**src/rtl/spi_reg_sequencer.sv**
```systemverilog
// SPI command sequencer: turns the spi_slave byte stream into
// register-bank burst reads and writes, all in the sys_clk domain.
module spi_reg_sequencer #(
    parameter int unsigned ADDR_W   = 4,
    parameter bit          AUTO_INC = 1'b1,
    parameter logic [7:0]  ERR_BYTE = 8'hEE
) (
    input  logic              clk,
    input  logic              rst,
    input  logic              ss,
    input  logic              data_rdy,
    input  logic [7:0]        rx_byte,
    output logic [7:0]        tx_byte,
    output logic              tx_latch,
    output logic [ADDR_W-1:0] reg_addr,
    output logic [7:0]        reg_wdata,
    output logic              reg_we,
    output logic              reg_re,
    input  logic [7:0]        reg_rdata,
    output logic              busy,
    output logic              err
);

    typedef enum logic [2:0] {
        IDLE,
        CMD,
        WR,
        RD_FETCH,
        RD_LOAD,
        RD,
        ERR
    } state_t;

    state_t            state_q, state_d;
    logic              ss_meta_q, ss_meta_d;
    logic              ss_s_q, ss_s_d;
    logic              ss_prev_q, ss_prev_d;
    logic [1:0]        init_q, init_d;
    logic              armed_q, armed_d;
    logic [7:0]        tx_byte_q, tx_byte_d;
    logic              tx_latch_q, tx_latch_d;
    logic [ADDR_W-1:0] reg_addr_q, reg_addr_d;
    logic [7:0]        reg_wdata_q, reg_wdata_d;
    logic              reg_we_q, reg_we_d;
    logic              reg_re_q, reg_re_d;
    logic              busy_q, busy_d;
    logic              err_q, err_d;

    logic              frame_start;
    logic              frame_end;
    logic [6:0]        cmd_hi;
    logic              cmd_bad;
    logic [ADDR_W-1:0] addr_inc;
    logic [ADDR_W-1:0] wr_addr;

    // Arm only once the synchroniser holds real samples showing ss high,
    // so an ss already low at reset release never opens a frame.
    always_comb begin
        ss_meta_d = ss;
        ss_s_d    = ss_meta_q;
        ss_prev_d = ss_s_q;
        init_d    = {init_q[0], 1'b1};
        armed_d   = armed_q | (init_q[1] & ss_s_q);
    end

    assign frame_start = armed_q & ss_prev_q & ~ss_s_q;
    assign frame_end   = ~ss_prev_q & ss_s_q;

    assign cmd_hi   = rx_byte[6:0] >> ADDR_W;
    assign cmd_bad  = |cmd_hi;
    assign addr_inc = reg_addr_q + ADDR_W'(1);
    // A write issued last cycle advances the address this cycle.
    assign wr_addr  = (reg_we_q && AUTO_INC) ? addr_inc : reg_addr_q;

    always_comb begin
        state_d     = state_q;
        tx_byte_d   = tx_byte_q;
        tx_latch_d  = 1'b0;
        reg_addr_d  = reg_addr_q;
        reg_wdata_d = reg_wdata_q;
        reg_we_d    = 1'b0;
        reg_re_d    = 1'b0;
        err_d       = err_q;

        if (frame_end) begin
            state_d = IDLE;
        end else begin
            unique case (state_q)
                IDLE: begin
                    if (frame_start) begin
                        state_d    = CMD;
                        err_d      = 1'b0;
                        tx_byte_d  = 8'h00;
                        tx_latch_d = 1'b1;
                    end
                end
                CMD: begin
                    if (data_rdy) begin
                        if (cmd_bad) begin
                            state_d    = ERR;
                            err_d      = 1'b1;
                            tx_byte_d  = ERR_BYTE;
                            tx_latch_d = 1'b1;
                        end else begin
                            reg_addr_d = rx_byte[ADDR_W-1:0];
                            if (rx_byte[7]) begin
                                state_d = WR;
                            end else begin
                                state_d  = RD_FETCH;
                                reg_re_d = 1'b1;
                            end
                        end
                    end
                end
                WR: begin
                    reg_addr_d = wr_addr;
                    if (data_rdy) begin
                        reg_we_d    = 1'b1;
                        reg_wdata_d = rx_byte;
                    end
                end
                RD_FETCH: begin
                    state_d = RD_LOAD;
                end
                RD_LOAD: begin
                    tx_byte_d = reg_rdata;
                    state_d   = RD;
                end
                RD: begin
                    if (data_rdy) begin
                        if (AUTO_INC) begin
                            reg_addr_d = addr_inc;
                        end
                        reg_re_d = 1'b1;
                        state_d  = RD_FETCH;
                    end
                end
                ERR: begin
                    state_d = ERR;
                end
                default: begin
                    state_d = IDLE;
                end
            endcase
        end

        busy_d = (state_d != IDLE);
    end

    always_ff @(posedge clk or negedge rst) begin
        if (!rst) begin
            state_q     <= IDLE;
            ss_meta_q   <= 1'b1;
            ss_s_q      <= 1'b1;
            ss_prev_q   <= 1'b1;
            init_q      <= 2'b00;
            armed_q     <= 1'b0;
            tx_byte_q   <= 8'h00;
            tx_latch_q  <= 1'b0;
            reg_addr_q  <= '0;
            reg_wdata_q <= 8'h00;
            reg_we_q    <= 1'b0;
            reg_re_q    <= 1'b0;
            busy_q      <= 1'b0;
            err_q       <= 1'b0;
        end else begin
            state_q     <= state_d;
            ss_meta_q   <= ss_meta_d;
            ss_s_q      <= ss_s_d;
            ss_prev_q   <= ss_prev_d;
            init_q      <= init_d;
            armed_q     <= armed_d;
            tx_byte_q   <= tx_byte_d;
            tx_latch_q  <= tx_latch_d;
            reg_addr_q  <= reg_addr_d;
            reg_wdata_q <= reg_wdata_d;
            reg_we_q    <= reg_we_d;
            reg_re_q    <= reg_re_d;
            busy_q      <= busy_d;
            err_q       <= err_d;
        end
    end

    // Read data is forwarded straight from the bank in RD_LOAD so the
    // latch lands two cycles after the triggering byte.
    assign tx_byte   = (state_q == RD_LOAD) ? reg_rdata : tx_byte_q;
    assign tx_latch  = tx_latch_q | (state_q == RD_LOAD);
    assign reg_addr  = reg_addr_q;
    assign reg_wdata = reg_wdata_q;
    assign reg_we    = reg_we_q;
    assign reg_re    = reg_re_q;
    assign busy      = busy_q;
    assign err       = err_q;

endmodule
```
**config.mk**
```make
export PLATFORM = sky130hd
export DESIGN_NAME = spi_reg_sequencer
export DESIGN_NICKNAME = d
export VERILOG_FILES = /design/src/rtl/spi_reg_sequencer.sv
export SDC_FILE = /design/constraint.sdc
export NUM_CORES = 1
export LEC_CHECK = 0
export ABC_AREA = 1
export CELL_PAD_IN_SITES_DETAIL_PLACEMENT = 1
export CELL_PAD_IN_SITES_GLOBAL_PLACEMENT = 1
export CORE_MARGIN = 1
export CORE_UTILIZATION = 32
export DETAILED_ROUTE_END_ITERATION = 16
export PLACE_DENSITY = 0.75
export SLEW_MARGIN = 20
export SYNTH_ARGS = -nofsm -noshare
export SYNTH_HDL_FRONTEND = slang
export SYNTH_SLANG_ARGS = --single-unit
export TNS_END_PERCENT = 10
```
**constraint.sdc**
```tcl
create_clock -name clk -period 1.6 [get_ports clk]
set_clock_uncertainty 0.2 [all_clocks]
set_input_delay 0.32 -clock clk [delete_from_list [all_inputs] [get_ports clk]]
set_output_delay 0.32 -clock clk [all_outputs]
set_load 0.02 [all_outputs]
```
==> Yosys cells after proc, flatten, opt, wreduce, memory -nomap -nowiden <==
Index checks and enable logic that the tools add are counted.
{ "word_totals": {"reg_bits": 34, "inputBits": 20, "wordCells": 80, "output_inout_bits": 25} }
{ "classes": {"bitwise_logic": 9, "addsub": 1, "mux": 34, "reduce_logical": 10, "n_eq_ne": 12} }
{ "op_table": {"columns": ["cell", "n"], "rows": [
  ["8-bit 2-to-1 mux", 4],
  ["8-bit case mux with 3 select lines", 1],
  ["3-bit case mux with 7 select lines", 1],
  ["4-bit 2-to-1 mux", 4],
  ["1-bit 2-to-1 mux", 15],
  ["3-bit 2-to-1 mux", 5],
  ["2-bit inequality test, second input constant", 6],
  ["4-bit case mux with 3 select lines", 1],
  ["5-bit AND reduction", 2],
  ["3-bit == test, second input constant", 3],
  ["3-bit nonzero test", 3],
  ["3-bit by 2-bit == test with 1-bit output, second input constant", 2],
  ["1-bit case mux with 2 select lines", 3],
  ["6-bit AND reduction", 1],
  ["4-bit by 1-bit adder with 4-bit output, second input constant", 1],
  ["1-bit AND", 4],
  ["3-bit by 1-bit == test with 1-bit output, second input constant", 1],
  ["3-bit zero test", 1],
  ["1-bit inverter", 3],
  ["3-bit AND reduction", 1],
  ["3-bit OR reduction", 1],
  ["1-bit bitwise OR", 2],
  ["2-bit nonzero test", 1]
]} }

==> Logic depth before layout (Yosys ltp) <==
{ "logic_depth": {"ltp_word": 6, "ltp_mapped": 9, "ltp_nobuf": 8} }

==> Least setup slack after synthesis <==
OpenSTA, ideal clock, no wires.
{ "synth_path": {"kind": "register -> output", "startpoint": "reg state_q[2]", "endpoint": "out tx_latch", "stages_incl_launch_ff": 5, "arrival_time_ns": 1.078, "t_required_ns": 1.080, "slack_ns": 0.002, "path_buffers": 1, "cell_sequence": "dfrtp_1 -> buf_2 -> nand2_2 -> inv_2 -> or2_2"} }
{ "synth_between": {"elab_chain_cells": 2} }
{ "synth_lines": {"columns": ["element", "line_no", "text"], "rows": [
  ["start, declared", "34", "state_t state_q, state_d;"],
  ["start signal, assigned", "167", "state_q <= state_d;"],
  ["3-bit == test", "187", "assign tx_latch = tx_latch_q | (state_q == RD_LOAD);"],
  ["1-bit bitwise OR", "187", null],
  ["end, declared", "14", "output logic tx_latch,"]
]} }
No other way between the ends.

==> Worst setup path in the final report <==
{ "layout_path": {"startpoint": "reg state_q[1]", "endpoint": "out tx_byte[1]"} }
{ "layout_between": {"elab_chain_cells": 2} }
{ "layout_lines": {"columns": ["element", "line_no", "text"], "rows": [
  ["3-bit == test", "186", "assign tx_byte = (state_q == RD_LOAD) ? reg_rdata : tx_byte_q;"],
  ["8-bit 2-to-1 mux", "186", null],
  ["end, declared", "13", "output logic [7:0] tx_byte,"]
]} }
No other way between the ends.

==> results.tsv <==
metric	value	unit
first_pass_iters	4	
drc	0	
r2r-start	ss_prev_q$_DFF_PN1_	
cts_root_buf	clkbuf_8	
drive_gt1_share	32.1	%
critPathMaxFanout	5	
hp-class	reg -> reg	
numCtsBuffers	5	
gp_congestion	0.751	
critPathCaptureType	output pin	
dp_hpwl	3.81	mm
num_rows	27	
rsz0062_at_grt	true	
setup_ws	-0.253	ns
endpoint	tx_byte[1]	
arrival	1.33	ns
grt_pass1_wl	8.64	mm
violations	setup timing	
slew_violations	0	
p_switching	2.57	mW
clk_transition_reported_paths	0.07	ns
diodes	0	
syn-num-nets	251	
p_int	3.03	mW
place_inst	375	
cts_tree	built	
via_count	1798	
routed_wl	5.06	mm
vias_per_cell	4.68	
peakVddDrop	768	uV
synth.distinct_cells	25	
reg2reg_to	tx_byte_q[6]$_DFFE_PN0P_	
tns	-3.15	ns
ios	45	
fmax	0.540	GHz
track_usage	18.1	%
post_synth.cell_area_avg	8.09	um^2
cts.path.max_buffers	2	
chipHeight	78.3	um
pwr-share-comb	63.4	%
antenna_left	0	
p_sw_share	45.9	%
fin_cells	384	
antenna_found_initial	0	
syn2layout_area_growth	50.2	%
maxCapViolCount	0	
port-buffer-count	44	
layout_commonest_cell	nand2_1	
core	5540	um^2
nNetsFinal	332	
grt_pass1_vias	1872	
hold_violations	0	
yosysSeqAreaShare	45.9	%
p_seq_share	24.4	%
worstSetupPathType	reg -> out	
synth_area	1860	um^2
status	complete, but fails checks	
clock-sinks	34	
clock_latency	0.29	ns
cts_max_level	2	
synth_top_area_share	41.7	%
die_w	78.3	um
finalSetupViolCount	26	
fillers	684	
crit_path_start	state_q[1]$_DFF_PN0_	
syn_inst	230	
dieArea	6130	um^2
power_density	2010	nW/um^2
grt_max_degree	35	
r2r_slack	-0.10	ns
period_share	116	%
p_leak	1.49	nW
synth_top_area_cell	dfrtp_1	
power	5.61	mW
period_needed	1.85	ns
yosysWarnings	0	
clkPwrFrac	12.2	%
drtIter0Drc	34	
synth_seq_cells	34	
reg2reg_depth	7	
final_cell_mix	83 x nand2_1, 30 x buf_4, 29 x dfrtp_1	
cp-start-kind	register	
grt_overflow	0	
routedWlPerCell	13.2	um
synth_area_leaders	dfrtp_1 42%, nand2_1 20%, nand3_1 5.6%, nor2_8 4.3%, dfstp_2 4.2%	
worstPathRequired	1.08	ns
start_util	33.6	%
power by group through the flow:
stage	sequential, mW	clock, mW	combinational, mW
floorplan	1.55	0	1.87
global placement	1.36	0	3.35
detailed placement	1.36	0	3.46
CTS	1.37	0.704	3.55
global route	1.41	0.744	3.90
finish	1.37	0.682	3.56
metal layers:
| layer | vias to the layer above | global-route usage [%] | wire length, um |
|---|---|---|---|
| met5 | - | 0 | 0 |
| met4 | 0 | 5.56 | 87 |
| met3 | 7 | 4.07 | 215 |
| met2 | 45 | 33.0 | 2580 |
| met1 | 857 | 20.9 | 2170 |
| li1 | 889 | - | - |
state kept, by name, indices dropped and copies added (netlist names):
name        flops
reg_addr        4
busy            1
ss_meta_q       1
reg_re          1
state_q         3
tx_latch_q      1
ss_prev_d       1
reg_wdata       8
armed_q         1
tx_byte_q       8
ss_prev_q       1
err             1
reg_we          1
init_q          2
area by class of cell:
| type | count | area (um^2) | area share [%] |
|---|---|---|---|
| clock inverter | 2 | 12.5 | 0.447 |
| timing repair buffer | 79 | 716 | 25.6 |
| inverter | 21 | 86.3 | 3.09 |
| clock buffer | 6 | 82.6 | 2.95 |
| multi-input combinational | 170 | 952 | 34.0 |
| tap | 72 | 90.1 | 3.22 |
| sequential | 34 | 857 | 30.6 |
worst max-delay path: stages, from the launching register on:
cell and delay [ns]:
dfrtp_2 0.45, nor2_8 0.14, nand2_4 0.08, buf_6 0.14, nand2_2 0.06, nand2_2 0.05
buf_6 0.12
what timing repair did:
action	in CTS	in global routing
pin swaps	5	2
gates resized for setup	89	9
hold buffers	0	0
setup endpoints to repair	50	34
buffers inserted	1	0
stage by stage:
stage          setup slack (ns)  instance area, um^2  utilization [%]  hold WS [ns]
2_1_floorplan           0.00197                 1860                -        -0.176
4_1_cts                  -0.267                 2760             49.9         0.162
3_3_place_gp             -0.448                 2620             47.2         0.135
5_1_grt                  -0.335                 2800             50.5         0.166
3_5_place_dp             -0.488                 2620             47.2         0.146
6_report                 -0.253                 2800             50.5         0.158
how the worst min path moves through the flow:
stage | from | to | slack [ns] | cells after the start
floorplan | rst | armed_q$_DFF_PN0_ | -0.18 | 0
global placement | init_q[0]$_DFF_PN0_ | init_q[1]$_DFF_PN0_ | 0.13 | 0
detailed placement | init_q[0]$_DFF_PN0_ | init_q[1]$_DFF_PN0_ | 0.15 | 0
CTS | ss_meta_q$_DFF_PN1_ | ss_prev_d$_DFF_PN1_ | 0.16 | 0
global route | init_q[0]$_DFF_PN0_ | init_q[1]$_DFF_PN0_ | 0.17 | 0
finish | init_q[0]$_DFF_PN0_ | init_q[1]$_DFF_PN0_ | 0.16 | 0
cell usage after synthesis (all sizes together):
cell and n:
buf 5, xor2 1, conb 1, nand2 105, nand3 24, a21o 1
nor2 16, o21ai 8, dfrtp 31, nand4 7, a21oi 5, or2 1
ha 1, dfstp 3, inv 21
cell families after synthesis:
kind of cell    synth area share, %
compound gates                 3.90
xor+xnor                      0.471
fa+ha+maj                     0.672
buf+inv                        6.85
flops                          45.9
other cells                   0.201
simple gates                   42.0
Power figures use the tool's default switching activity.
